--- config.mk ---
export PLATFORM = sky130hd
export DESIGN_NAME = text_ram_writer_flat
export DESIGN_NICKNAME = d
export VERILOG_FILES = /design/src/rtl/text_ram_writer_if.sv /design/src/rtl/text_ram_writer.sv /design/src/flat_wrapper.sv
export SDC_FILE = /design/constraint.sdc
export NUM_CORES = 1
export LEC_CHECK = 0
export ABC_AREA = 0
export CAP_MARGIN = 20
export CORE_ASPECT_RATIO = 1.2
export CORE_UTILIZATION = 55
export DETAILED_ROUTE_END_ITERATION = 12
export DONT_BUFFER_PORTS = 1
export GPL_TIMING_DRIVEN = 0
export PLACE_DENSITY = 0.71
export SYNTH_ARGS = -nofsm -noshare
export SYNTH_HDL_FRONTEND = slang
export SYNTH_SLANG_ARGS = --single-unit
--- constraint.sdc ---
create_clock -name clk -period 1.6 [get_ports clk]
set_input_delay 0.32 -clock clk [delete_from_list [all_inputs] [get_ports clk]]
set_output_delay 0.32 -clock clk [all_outputs]
set_load 0.01 [all_outputs]
--- src/rtl/text_ram_writer_if.sv ---
// Command handshake between game logic and the text RAM writer.
// Game logic drives the master side; the writer is the slave.
interface text_ram_writer_if #(
    parameter int ADDR_WIDTH = 6,
    parameter int DATA_WIDTH = 8
);
    logic                  cmd_valid;
    logic                  cmd_ready;
    logic [1:0]            cmd_op;
    logic [ADDR_WIDTH-1:0] cmd_addr;
    logic [DATA_WIDTH-1:0] cmd_data;

    modport master (
        output cmd_valid, cmd_op, cmd_addr, cmd_data,
        input  cmd_ready
    );

    modport slave (
        input  cmd_valid, cmd_op, cmd_addr, cmd_data,
        output cmd_ready
    );
endinterface

--- src/rtl/text_ram_writer.sv ---
// Write-side controller for the tile/text RAM: cursor writes, clear and fill sequences.
// Define TEXT_RAM_WRITER_CLEAR_ON_RESET_EN to run a full clear after every reset release.
module text_ram_writer #(
    parameter int ADDR_WIDTH = 6,
    parameter int DATA_WIDTH = 8,
    parameter logic [DATA_WIDTH-1:0] CLEAR_CHAR = {DATA_WIDTH{1'b0}}
) (
    input  logic                  clk,
    input  logic                  reset_n,
    text_ram_writer_if.slave      cmd,
    output logic                  we,
    output logic [ADDR_WIDTH-1:0] addr_a,
    output logic [DATA_WIDTH-1:0] din_a,
    output logic [ADDR_WIDTH-1:0] cursor,
    output logic                  busy
);
    typedef enum logic [1:0] {
        ST_IDLE  = 2'b00,
        ST_CLEAR = 2'b01,
        ST_FILL  = 2'b10
    } state_t;

    localparam logic [1:0] OP_WRITE  = 2'b00;
    localparam logic [1:0] OP_SETCUR = 2'b01;
    localparam logic [1:0] OP_CLEAR  = 2'b10;
    localparam logic [1:0] OP_FILL   = 2'b11;

    localparam logic [ADDR_WIDTH-1:0] LAST_ADDR = {ADDR_WIDTH{1'b1}};
    localparam logic [ADDR_WIDTH-1:0] ADDR_ZERO = {ADDR_WIDTH{1'b0}};
    localparam logic [ADDR_WIDTH-1:0] ADDR_ONE  = {{(ADDR_WIDTH-1){1'b0}}, 1'b1};
    localparam logic [DATA_WIDTH-1:0] DATA_ZERO = {DATA_WIDTH{1'b0}};

`ifdef TEXT_RAM_WRITER_CLEAR_ON_RESET_EN
    localparam state_t RESET_STATE = ST_CLEAR;
`else
    localparam state_t RESET_STATE = ST_IDLE;
`endif

    state_t                state_r, state_nxt_s;
    logic [ADDR_WIDTH-1:0] cnt_r, cnt_nxt_s;
    logic [DATA_WIDTH-1:0] fill_data_r, fill_data_nxt_s;
    logic [ADDR_WIDTH-1:0] cursor_r, cursor_nxt_s;
    logic                  we_r, we_nxt_s;
    logic [ADDR_WIDTH-1:0] addr_r, addr_nxt_s;
    logic [DATA_WIDTH-1:0] din_r, din_nxt_s;
    logic                  accept_s;

    assign cmd.cmd_ready = (state_r == ST_IDLE);
    assign busy          = (state_r != ST_IDLE);
    assign accept_s      = cmd.cmd_valid && cmd.cmd_ready;
    assign we            = we_r;
    assign addr_a        = addr_r;
    assign din_a         = din_r;
    assign cursor        = cursor_r;

    // Next-state and next-output logic; the RAM port is only ever driven from registers.
    always_comb begin
        state_nxt_s     = state_r;
        cnt_nxt_s       = cnt_r;
        fill_data_nxt_s = fill_data_r;
        cursor_nxt_s    = cursor_r;
        we_nxt_s        = 1'b0;
        addr_nxt_s      = addr_r;
        din_nxt_s       = din_r;
        case (state_r)
            ST_IDLE: begin
                if (accept_s) begin
                    case (cmd.cmd_op)
                        OP_WRITE: begin
                            we_nxt_s     = 1'b1;
                            addr_nxt_s   = cursor_r;
                            din_nxt_s    = cmd.cmd_data;
                            cursor_nxt_s = cursor_r + ADDR_ONE;
                        end
                        OP_SETCUR: begin
                            cursor_nxt_s = cmd.cmd_addr;
                        end
                        OP_CLEAR: begin
                            state_nxt_s = ST_CLEAR;
                            cnt_nxt_s   = ADDR_ZERO;
                        end
                        OP_FILL: begin
                            state_nxt_s     = ST_FILL;
                            cnt_nxt_s       = cmd.cmd_addr;
                            fill_data_nxt_s = cmd.cmd_data;
                        end
                        default: begin
                            state_nxt_s = ST_IDLE;
                        end
                    endcase
                end else begin
                    state_nxt_s = ST_IDLE;
                end
            end
            ST_CLEAR: begin
                we_nxt_s   = 1'b1;
                addr_nxt_s = cnt_r;
                din_nxt_s  = CLEAR_CHAR;
                // Terminate on an explicit last-address compare, never on wrap to zero.
                if (cnt_r == LAST_ADDR) begin
                    state_nxt_s  = ST_IDLE;
                    cursor_nxt_s = ADDR_ZERO;
                    cnt_nxt_s    = ADDR_ZERO;
                end else begin
                    cnt_nxt_s = cnt_r + ADDR_ONE;
                end
            end
            ST_FILL: begin
                we_nxt_s   = 1'b1;
                addr_nxt_s = cnt_r;
                din_nxt_s  = fill_data_r;
                if (cnt_r == LAST_ADDR) begin
                    state_nxt_s = ST_IDLE;
                    cnt_nxt_s   = ADDR_ZERO;
                end else begin
                    cnt_nxt_s = cnt_r + ADDR_ONE;
                end
            end
            default: begin
                state_nxt_s = ST_IDLE;
            end
        endcase
    end

    // State, sequence counter, cursor and registered RAM write port.
    always_ff @(posedge clk or negedge reset_n) begin
        if (!reset_n) begin
            state_r     <= RESET_STATE;
            cnt_r       <= ADDR_ZERO;
            fill_data_r <= DATA_ZERO;
            cursor_r    <= ADDR_ZERO;
            we_r        <= 1'b0;
            addr_r      <= ADDR_ZERO;
            din_r       <= DATA_ZERO;
        end else begin
            state_r     <= state_nxt_s;
            cnt_r       <= cnt_nxt_s;
            fill_data_r <= fill_data_nxt_s;
            cursor_r    <= cursor_nxt_s;
            we_r        <= we_nxt_s;
            addr_r      <= addr_nxt_s;
            din_r       <= din_nxt_s;
        end
    end
endmodule

--- src/flat_wrapper.sv ---
// flat-port wrapper written by rule: the top's interface ports become plain ports
module text_ram_writer_flat 
#(
    parameter int ADDR_WIDTH = 6,
    parameter int DATA_WIDTH = 8,
    parameter logic [DATA_WIDTH-1:0] CLEAR_CHAR = {DATA_WIDTH{1'b0}}
)
  (clk, reset_n, we, addr_a, din_a, cursor, busy, cmd_cmd_valid, cmd_cmd_op, cmd_cmd_addr, cmd_cmd_data, cmd_cmd_ready);
  text_ram_writer_if #(.ADDR_WIDTH(ADDR_WIDTH), .DATA_WIDTH(DATA_WIDTH)) cmd_i ();
  input  logic clk;
  input  logic reset_n;
  output logic we;
  output logic [ADDR_WIDTH-1:0] addr_a;
  output logic [DATA_WIDTH-1:0] din_a;
  output logic [ADDR_WIDTH-1:0] cursor;
  output logic busy;
  input wire logic [$bits(cmd_i.cmd_valid)-1:0] cmd_cmd_valid;
  input wire logic [$bits(cmd_i.cmd_op)-1:0] cmd_cmd_op;
  input wire logic [$bits(cmd_i.cmd_addr)-1:0] cmd_cmd_addr;
  input wire logic [$bits(cmd_i.cmd_data)-1:0] cmd_cmd_data;
  output wire logic [$bits(cmd_i.cmd_ready)-1:0] cmd_cmd_ready;
  assign cmd_i.cmd_valid = cmd_cmd_valid;
  assign cmd_i.cmd_op = cmd_cmd_op;
  assign cmd_i.cmd_addr = cmd_cmd_addr;
  assign cmd_i.cmd_data = cmd_cmd_data;
  assign cmd_cmd_ready = cmd_i.cmd_ready;
  text_ram_writer #(.ADDR_WIDTH(ADDR_WIDTH), .DATA_WIDTH(DATA_WIDTH), .CLEAR_CHAR(CLEAR_CHAR)) u_core (.clk(clk), .reset_n(reset_n), .cmd(cmd_i), .we(we), .addr_a(addr_a), .din_a(din_a), .cursor(cursor), .busy(busy));
endmodule
# Yosys cells after proc, flatten, opt, wreduce, memory -nomap -nowiden
# Cells that the tools add are included.
# W data, S select, Z words.
totals:
  regBits: 37
  latchBits: 0
  ram_bits: 0
  rom_bits: 0
  inputBits: 19
  output_inout_bits: 23
  elab_cells: 57
  n_memories: 0
classes:
  add_sub_neg: 2
  mul: 0
  div: 0
  magnitude_cmp: 0
  n_eq_ne: 13
  shift: 0
  mux: 21
  n_bitwise: 0
  reduce_logical: 14
op_table:
  columns: ["cell", "n"]
  rows:
  - ["$pmux W6 S2", 5]
  - ["$mux W6", 6]
  - ["$pmux W8 S3", 1]
  - ["$mux W8", 2]
  - ["$add A6 B1 Y6 const B", 2]
  - ["$reduce_and A3 Y1", 4]
  - ["$pmux W2 S2", 2]
  - ["$eq A2 B2 Y1 const B", 3]
  - ["$eq A6 B6 Y1 const B", 1]
  - ["$ne A3 B3 Y1 const B", 2]
  - ["$reduce_bool A2 Y1", 3]
  - ["$eq A2 B1 Y1 const B", 2]
  - ["$logic_not A2 Y1", 2]
  - ["$mux W2", 2]
  - ["$ne A2 B1 Y1 const B", 2]
  - ["$ne A2 B2 Y1 const B", 2]
  - ["$ne A4 B4 Y1 const B", 1]
  - ["$reduce_and A4 Y1", 1]
  - ["$reduce_bool A3 Y1", 1]
  - ["$mux W1", 2]
  - ["$pmux W1 S2", 1]
  - ["$reduce_and A2 Y1", 1]
  - ["$reduce_or A2 Y1", 1]
  - ["$logic_and A1 B1 Y1", 1]

# Depth between registers and ports, before layout
# Gate-level depths: netlist (run 1).
logic_depth:
  depth_word: 4
  mapped_depth: 8
  ltp_nobuf: 6

# Worst setup path after synthesis (run 1)
# OpenSTA, ideal clock, no wires.
synth_timing:
  kind: "reg2reg"
  startpoint: "register u_core.state_r[0]"
  endpoint: "register u_core.cursor_r[5] (netlist: u_core.cursor[5])"
  setup_ns: 0.124
  arrival_time_ns: 1.722
  t_required_ns: 1.476
  slack_ns: -0.246
  path_stages_with_launch: 8
  n_path_buf: 1
  period_less_slack_ns: 1.846
  cell_sequence: "dfrtp_1 -> inv_1 -> ha_1 -> nand2_2 -> a2bb2oi_1 -> or2_0 -> clkbuf_2 -> a211o_1"
synth_via:
  elab_chain_cells: 4
  word_cells_on_any_way: 9
  cone_classes: "4 x eq/ne; 1 x mux; 4 x reduce/logical"
synth_rtl:
  columns: ["element", "line_no", "source"]
  rows:
  - ["start, declared", "text_ram_writer.sv:39", "state_t state_r, state_nxt_s;"]
  - ["start signal, assigned", "text_ram_writer.sv:136", "state_r <= state_nxt_s;"]
  - ["$logic_not A2 Y1 (*)", "text_ram_writer.sv:48", "assign cmd.cmd_ready = (state_r == ST_IDLE);"]
  - ["net cmd_cmd_ready", "flat_wrapper.sv:21", "output wire logic [$bits(cmd_i.cmd_ready)-1:0] cmd_cmd_ready;"]
  - ["$logic_and A1 B1 Y1", "text_ram_writer.sv:50", "assign accept_s = cmd.cmd_valid && cmd.cmd_ready;"]
  - ["$ne A2 B2 Y1 (no source line)", null, null]
  - ["$reduce_and A4 Y1 (no source line)", null, null]
  - ["end signal, assigned", "text_ram_writer.sv:139", "cursor_r <= cursor_nxt_s;"]
  - ["end, declared", "text_ram_writer.sv:42", "logic [ADDR_WIDTH-1:0] cursor_r, cursor_nxt_s;"]
# Mark *: on every way through the listed nets, which the timed path passes. The rest lies on a longest branch.
# A chain may end at the register's enable or synchronous reset.

# Worst setup path after layout (run 1)
# Ends and elaborated chain as after synthesis.

==> results of run 1 <==
## registers in the layout (all words and copies together), names as in the netlist
| name | count |
|---|---|
| u_core.addr_a | 6 |
| u_core.cnt_r | 6 |
| u_core.cursor | 6 |
| u_core.din_a | 8 |
| u_core.fill_data_r | 8 |
| u_core.state_r | 2 |
| u_core.we | 1 |
## timing repair
action                                  in CTS  in global routing
gates resized for setup                      8                 13
endpoints found under the setup margin      32                 28
setup buffers                               12                  5
hold buffers                                 2                  0
hold endpoints to repair                    37                  0
pin swaps                                   11                  4
## power by group
group	switching, uW	internal (uW)
Sequential	529	1370
Clock	318	389
Combinational	938	896
Total	1780	2650
## Yosys cell counts, types with 2 or more instances
master	count	area, um2
and3_1	3	18.8
ha_1	6	75.1
nor2_1	22	82.6
a22oi_1	8	60.1
a21oi_2	6	52.6
nand2_1	7	26.3
nor3_1	2	10.0
a32o_1	2	20.0
nand4_1	2	12.5
a21oi_1	14	70.1
buf_2	2	10.0
mux2i_1	8	80.1
a31oi_1	4	25.0
o21ai_0	8	40.0
nand3_1	3	15.0
o21a_1	3	22.5
inv_1	8	30.0
clkbuf_1	5	18.8
nor2b_1	2	12.5
a22o_1	2	17.5
o31ai_1	3	22.5
mux2_2	8	90.1
dfrtp_1	37	926
## per-layer routing
layer	global-route usage (%)	up-vias	part of all wire (%)	wire length (um)
met1	30.1	791	41	1910
met2	47.0	58	52	2460
met5	0	-	0	0
met4	11.3	0	1.9	87
li1	-	726	-	-
met3	6.99	9	4.9	232
## worst paths after layout
| kind | startpoint | endpoint | slack [ps] | depth (start not counted) |
|---|---|---|---|---|
| worst max register to register | u_core.state_r[0] | u_core.cursor[5] | -100 | 7 |
| max in group asynchronous | reset_n | u_core.fill_data_r[2] | 910 | 2 |
| min in group asynchronous | reset_n | u_core.cnt_r[3] | 510 | 2 |
| worst min register to register | u_core.fill_data_r[0] | u_core.fill_data_r[0] | 510 | 1 |
| worst min-delay path | cmd_cmd_data[4] | u_core.fill_data_r[4] | 190 | 1 |
| worst max-delay path | u_core.state_r[0] | u_core.cursor[5] | -100 | 7 |
## area by class of cell
| class | count | share of cell area [%] |
|---|---|---|
| buffer | 7 | 2.22 |
| clock buffer | 7 | 4.16 |
| clock inverter | 1 | 0.216 |
| inverter | 9 | 1.62 |
| multi-input combinational | 132 | 42.8 |
| sequential | 37 | 40.0 |
| tap | 37 | 2.00 |
| timing repair buffer | 19 | 6.97 |
## critical path, cell delays in order, from the launching register on
cell and delay [ps]:
dfrtp_1 410, inv_2 100, ha_4 230, nand2_4 80
a2bb2oi_4 170, or2_0 210, buf_4 160, a211o_1 250
## logic make-up after synthesis
family | share of synthesized area (%)
buffers and inverters | 4.47
XOR/XNOR | 0.454
adder cells (fa/ha/maj) | 3.89
AND/OR/NAND/NOR | 12.6
flip-flops | 48.0
AO/OA/AOI/OAI | 21.8
multiplexers | 8.81
## per-stage QoR
| step | setup WS, ps | instances | hold slack (ps) | setup TNS, ps | instance area [um2] |
|---|---|---|---|---|---|
| after floorplan | -38.2 | 188 | 24.4 | -51.0 | 1960 |
| after global placement | -324 | 225 | 25.1 | -2160 | 2000 |
| after detailed placement | -328 | 225 | 25.1 | -2790 | 2000 |
| after CTS | -65.3 | 245 | 182 | -176 | 2240 |
| after global routing | -169 | 249 | 173 | -1030 | 2320 |
| final | -104 | 249 | 189 | -340 | 2320 |
==> flow_metrics.env, run 1 <==
export IMPL_clock_latency_ps=290
export IMPL_coreArea_mm2=0.00334
export IMPL_avgSynthCellArea_um2=10.3
export IMPL_clk_pin_slew_ps=80
export IMPL_worstMarginPinSlew_ps=459
export IMPL_total_power_uw=4440
export IMPL_vias=1584
export IMPL_fin_ws_ps=-104
export IMPL_htree_levels=2
export IMPL_syn_nets=213
export IMPL_utilization_pct=69.4
export IMPL_netlist_instances=188
export IMPL_worst_path_max_fanout=7
export IMPL_ant_nets=0
export IMPL_drive_gt1_share_pct=29.7
export IMPL_routed_via_density=6.36
export IMPL_synth_cell_types=46
export IMPL_nNetsFinal=236
export IMPL_grt_antenna_before_repair=0
export IMPL_root_buffer="clkbuf_8"
export IMPL_avgRoutedWirePerCell_um=18.9
export IMPL_fin_crit_sh_pct=107
export IMPL_drt_iter0_markers=83
export IMPL_timing_critical_path_arrival_ps=1880
export IMPL_p_leak_uw=0.000992
export IMPL_start_util_pct=57.8
export IMPL_layout_min_cycle_time_ps=1700
export IMPL_gp_routability_congestion=0.834
export IMPL_cts_buffers=5
export IMPL_place_hpwl_um=3200
export IMPL_max_cap_violations=0
export IMPL_num_antenna_cells=0
export IMPL_grt_total_usage_pct=26.5
export IMPL_io_buffers=0
export IMPL_hold_path_class="primary input to register"
export IMPL_violations="setup timing"
export IMPL_status="finished, violations left"
export IMPL_syn_to_final_growth_pct=20.0
export IMPL_finalWirelength_um=4700
export IMPL_ys_flop_type="dfrtp_1"
export IMPL_ys_seq_area_share_pct=48.0
export IMPL_die_area_mm2=0.00375
export IMPL_slew_headroom_pct=69.2
export IMPL_power_per_cell_area_mw_per_mm2=1920
export IMPL_drc=0
export IMPL_syn_area_mm2=0.00193
export IMPL_cp_start_kind="register"
export IMPL_finalSetupViolCount=7
export IMPL_slew_viol_final=0
export IMPL_clkSinkCount=37
export IMPL_tritoncts="done"
export IMPL_die_h_um=66.9
export IMPL_grt_max_degree=38
export IMPL_fmax_mhz=587
export IMPL_hold_viol=0
export IMPL_synth_edf_count=0
export IMPL_final_common_cell="dfrtp_1"
export IMPL_fillers=253
export IMPL_endpoint_kind="register"
export IMPL_final_setup_skew_ps=8.46
export IMPL_gr_total_overflow=0
export IMPL_fp_dieW_um=56.1
export IMPL_grt_pass1_wl_um=7560
export IMPL_grt_pass1_vias=1635
export IMPL_first_pass_iters=4
export IMPL_synthArstFlopShare_pct=100
export IMPL_cts_buffer_depth=2
export IMPL_ios=42
export IMPL_path_class="register to register"
export IMPL_rsz0062_at_grt="yes"
export IMPL_multi_input_area_um2=992
export IMPL_ys_ff_latch=37
export IMPL_ir_drop_mv=1.25
export IMPL_ys_warn_count=0
export IMPL_final_cell_mix="dfrtp_1 (37), nor2_1 (22), buf_4 (18)"
export IMPL_required_ps=1780
export IMPL_row_count=23
export IMPL_seq_area_um2=926
No activity file was read; power rests on OpenSTA's default activity.
==> run 2, diff against run 1 <==
--- a/config.mk
+++ b/config.mk
@@ -11,7 +11,6 @@
 export CORE_UTILIZATION = 55
 export DETAILED_ROUTE_END_ITERATION = 12
 export DONT_BUFFER_PORTS = 1
-export GPL_TIMING_DRIVEN = 0
 export PLACE_DENSITY = 0.71
 export SYNTH_ARGS = -nofsm -noshare
 export SYNTH_HDL_FRONTEND = slang
==> flow_metrics.env, run 2 (synthesis gave the netlist of run 1 again) <==
export IMPL_status="completed"
export IMPL_fillers=258
export IMPL_hold_viol=0
export IMPL_drc=0
export IMPL_worstMarginPinSlew_ps=599
export IMPL_worst_path_max_fanout=7
export IMPL_final_setup_skew_ps=3.96
export IMPL_io_buffers=0
export IMPL_nNetsFinal=233
export IMPL_slew_viol_final=0
export IMPL_grt_antenna_before_repair=0
export IMPL_finalSetupViolCount=0
export IMPL_wl_met3_um=310
export IMPL_tritoncts="done"
export IMPL_grt_pass1_vias=1529
export IMPL_first_pass_iters=4
export IMPL_fin_cells=246
export IMPL_grt_max_degree=38
export IMPL_clk_pin_slew_ps=70
export IMPL_grt_total_usage_pct=23.7
export IMPL_crit_reg2reg_launch="u_core.state_r[0]"
export IMPL_wl_met2_um=2030
export IMPL_required_ps=1770
export IMPL_fmax_mhz=631
export IMPL_syn_to_final_growth_pct=18.3
export IMPL_fp_dieW_um=56.1
export IMPL_slew_headroom_pct=60.0
export IMPL_gp_routability_congestion=0.896
export IMPL_ant_nets=0
export IMPL_die_h_um=66.9
export IMPL_ff2ff_setup_slack_ps=10
export IMPL_row_count=23
export IMPL_avgRoutedWirePerCell_um=17.0
export IMPL_cp_cell_sequence="inv_2 -> ha_4 -> and3b_2 -> a32o_1 -> a22o_1"
export IMPL_final_cell_mix="dfrtp_1 (37), nor2_1 (22), buf_4 (20)"
export IMPL_endpoint_kind="register"
export IMPL_r2r_cells=5
export IMPL_routed_via_density=6.22
export IMPL_utilization_pct=68.4
export IMPL_num_antenna_cells=0
export IMPL_layout_min_cycle_time_ps=1590
export IMPL_cp_slowest_cell="dfrtp_1"
export IMPL_hold_path_class="primary input to register"
export IMPL_total_power_uw=4560
export IMPL_place_hpwl_um=2970
export IMPL_path_class="register to register"
export IMPL_cp_start_kind="register"
export IMPL_cts_buffers=5
export IMPL_clock_latency_ps=280
export IMPL_start_util_pct=57.8
export IMPL_final_common_cell="dfrtp_1"
export IMPL_finalWirelength_um=4190
export IMPL_clkSinkCount=37
export IMPL_vias=1530
export IMPL_drt_iter0_markers=117
export IMPL_rsz0062_at_grt="yes"
export IMPL_drive_gt1_share_pct=26.8
export IMPL_fin_crit_sh_pct=99.1
export IMPL_holdWs_ps=181
export IMPL_coreArea_mm2=0.00334
export IMPL_rr_endpoint="u_core.cnt_r[5]"
export IMPL_die_area_mm2=0.00375
export IMPL_top_layer_used="met4"
export IMPL_ios=42
export IMPL_max_cap_violations=0
export IMPL_met1_length_um=1750
export IMPL_startpoint="u_core.state_r[0]"
export IMPL_ir_drop_mv=1.14
export IMPL_dp_cells=234
export IMPL_grt_pass1_wl_um=6710
export IMPL_max_stage_delay_ps=380
export IMPL_gr_total_overflow=0
export IMPL_htree_levels=2
export IMPL_timing_critical_path_arrival_ps=1750
export IMPL_worstSetupEndpoint="u_core.cnt_r[5]"
export IMPL_power_per_cell_area_mw_per_mm2=1990
export IMPL_cts_buffer_depth=2
export IMPL_root_buffer="clkbuf_8"
export IMPL_p_leak_uw=0.000998
## run 2: repair_timing
| item | CTS | global route |
|---|---|---|
| cloned | 0 | 0 |
| setup buffers | 1 | 1 |
| hold buffers | 2 | 0 |
| hold endpoints to repair | 37 | 0 |
| pin swaps | 1 | 1 |
| endpoints found under the setup margin | 1 | 8 |
| resized for setup | 2 | 5 |
## run 2: how the worst min path moves through the flow
stage	to	depth (start not counted)	from	slack (ps)
after global placement	u_core.din_a[6]	0	reset_n	30
after detailed placement	u_core.fill_data_r[2]	0	reset_n	30
after global routing	u_core.fill_data_r[0]	1	cmd_cmd_data[0]	160
after floorplan	u_core.addr_a[0]	0	reset_n	20
after CTS	u_core.fill_data_r[6]	1	cmd_cmd_data[6]	170
final	u_core.fill_data_r[6]	1	cmd_cmd_data[6]	180
## run 2: cell type report
type	count	area (um2)	area share [%]
Timing Repair Buffer	23	200	8.76
Clock inverter	3	65.1	2.85
Tap cell	37	46.3	2.03
Clock buffer	5	68.8	3.01
Inverter	9	33.8	1.48
Multi-Input combinational cell	132	945	41.3
Sequential cell	37	926	40.5
## run 2: per-layer routing
layer  GRT usage, %  vias to the layer above
met1           27.6                      735
met4           13.1                        0
li1               -                      723
met5              0                        -
met2           37.8                       61
met3           8.93                       11
## run 2: per-stage QoR
| stage | setup WS (ps) | setup TNS [ps] | area [um2] |
|---|---|---|---|
| 6_report | 14.1 | 0 | 2280 |
| 5_1_grt | -42.5 | -68.7 | 2280 |
| 4_1_cts | 6.48 | 0 | 2260 |
| 3_5_place_dp | -34.4 | -34.4 | 2090 |
| 3_3_place_gp | 21.0 | 0 | 2090 |
| 2_1_floorplan | -38.2 | -51.0 | 1960 |
## run 2: worst max-delay path: cells and delay by family (launching register included)
kind | cells | cell delay, ps
DFF | 1 | 380
and+or+nand+nor | 1 | 260
AOI/OAI and AO/OA | 2 | 460
buffers and inverters | 1 | 70
adders and majority gates | 1 | 310
## run 2: where the power goes
group	switching, uW	internal [uW]
Clock	327	619
Sequential	477	1370
Combinational	894	874
Total	1700	2860
==> run 3, diff against run 2 <==
--- a/config.mk
+++ b/config.mk
@@ -12,6 +12,7 @@
 export DETAILED_ROUTE_END_ITERATION = 12
 export DONT_BUFFER_PORTS = 1
 export PLACE_DENSITY = 0.71
+export SKIP_CTS_REPAIR_TIMING = 1
 export SYNTH_ARGS = -nofsm -noshare
 export SYNTH_HDL_FRONTEND = slang
 export SYNTH_SLANG_ARGS = --single-unit
==> flow_metrics.env, run 3 (synthesis gave the netlist of run 1 again) <==
export IMPL_fin_crit_sh_pct=98.4
export IMPL_final_cell_mix="dfrtp_1 (37), nor2_1 (22), buf_4 (21)"
export IMPL_max_cap_violations=0
export IMPL_multi_input_area_um2=945
export IMPL_design_area_mm2=0.00229
export IMPL_hp_start="cmd_cmd_data[6]"
export IMPL_final_common_cell="dfrtp_1"
export IMPL_hold_viol=0
export IMPL_clk_pin_slew_ps=70
export IMPL_total_power_uw=4550
export IMPL_ff2ff_setup_slack_ps=30
export IMPL_rr_endpoint="u_core.cnt_r[5]"
export IMPL_drt_iter0_markers=99
export IMPL_fp_dieW_um=56.1
export IMPL_grt_max_degree=38
export IMPL_cp_slowest_cell="dfrtp_1"
export IMPL_drc=0
export IMPL_power_per_cell_area_mw_per_mm2=1990
export IMPL_num_antenna_cells=0
export IMPL_required_ps=1770
export IMPL_root_buffer="clkbuf_8"
export IMPL_finalWirelength_um=4160
export IMPL_r2r_cells=5
export IMPL_die_h_um=66.9
export IMPL_syn_to_final_growth_pct=18.7
export IMPL_hold_depth=1
export IMPL_gp_routability_congestion=0.896
export IMPL_rsz0062_at_grt="yes"
export IMPL_cp_start_kind="register"
export IMPL_hold_path_class="primary input to register"
export IMPL_path_depth=5
export IMPL_cts_buffers=5
export IMPL_clkSinkCount=37
export IMPL_ir_drop_mv=1.16
export IMPL_routed_via_density=6.23
export IMPL_tns_ps=0
export IMPL_nNetsFinal=234
export IMPL_clock_latency_ps=280
export IMPL_status="completed"
export IMPL_place_hpwl_um=2970
export IMPL_fillers=254
export IMPL_tritoncts="done"
export IMPL_coreArea_mm2=0.00334
export IMPL_grt_pass1_vias=1508
export IMPL_grt_antenna_before_repair=0
export IMPL_place_area_mm2=0.00209
export IMPL_ant_nets=0
export IMPL_grt_pass1_wl_um=6630
export IMPL_crit_family="compound AO/OA/AOI/OAI gates"
export IMPL_timing_critical_path_arrival_ps=1740
export IMPL_p_leak_uw=0.00100
export IMPL_holdPathEnd="u_core.fill_data_r[6]"
export IMPL_avgRoutedWirePerCell_um=16.8
export IMPL_ios=42
export IMPL_fmax_mhz=635
export IMPL_grt_total_usage_pct=23.5
export IMPL_first_pass_iters=4
export IMPL_vias=1540
export IMPL_gr_total_overflow=0
export IMPL_slew_headroom_pct=59.8
export IMPL_seq_area_um2=926
export IMPL_finalSetupViolCount=0
export IMPL_io_buffers=0
export IMPL_endpoint_kind="register"
export IMPL_startpoint="u_core.state_r[0]"
export IMPL_cp_cell_sequence="inv_2 -> ha_4 -> and3b_2 -> a32o_1 -> a22o_1"
export IMPL_htree_levels=2
export IMPL_cts_buffer_depth=2
export IMPL_worst_path_max_fanout=7
export IMPL_worstMarginPinSlew_ps=601
export IMPL_row_count=23
export IMPL_crit_reg2reg_launch="u_core.state_r[0]"
export IMPL_die_area_mm2=0.00375
export IMPL_path_buf_inv=1
export IMPL_max_stage_delay_ps=390
export IMPL_final_setup_skew_ps=3.52
export IMPL_drive_gt1_share_pct=27.1
export IMPL_layout_min_cycle_time_ps=1570
export IMPL_path_class="register to register"
export IMPL_start_util_pct=57.8
export IMPL_slew_viol_final=0
[run 3: cell count changes in the layout (fill, tap and decap cells not counted), sizes merged]
cell / delta
buf: +1
[run 3: worst max path at each step]
| stage | to | slack [ps] |
|---|---|---|
| 6_report | u_core.cnt_r[5] | 30 |
| 3_3_place_gp | u_core.cursor[5] | 20 |
| 4_1_cts | u_core.cursor[5] | -50 |
| 3_5_place_dp | u_core.cursor[5] | -30 |
| 2_1_floorplan | u_core.cursor[5] | -40 |
| 5_1_grt | u_core.cursor[5] | -30 |
[run 3: layout make-up]
type	instances	share of cell area, %
clock inverters	3	2.84
clock buffers	5	3.00
flip-flops and latches	37	40.4
well taps	37	2.02
inverters	9	1.47
multi-input cells	132	41.2
repair buffers	24	9.06
[run 3: layer usage]
layer | vias to the layer above | GRT usage (%) | share of wire, %
met1 | 754 | 27.6 | 41
met4 | 0 | 13.1 | 1.9
met5 | - | 0 | 0
met3 | 8 | 8.93 | 7.6
li1 | 720 | - | -
met2 | 58 | 36.9 | 50
[run 3: power breakdown]
part	internal, uW	switching, uW
sequential	1370	473
clock	619	326
combinational	876	892
[run 3: stage by stage]
stage / std cells / utilization, % / hold slack (ps) / setup WS (ps)
finish: 247 / 68.7 / 181 / 26.3
global route: 247 / 68.7 / 163 / -27.8
CTS: 242 / 66.7 / -290 / -50.1
detailed placement: 234 / 62.7 / 25.1 / -34.4
global placement: 234 / 62.7 / 25.1 / 21.0
floorplan: 188 / - / 24.4 / -38.2
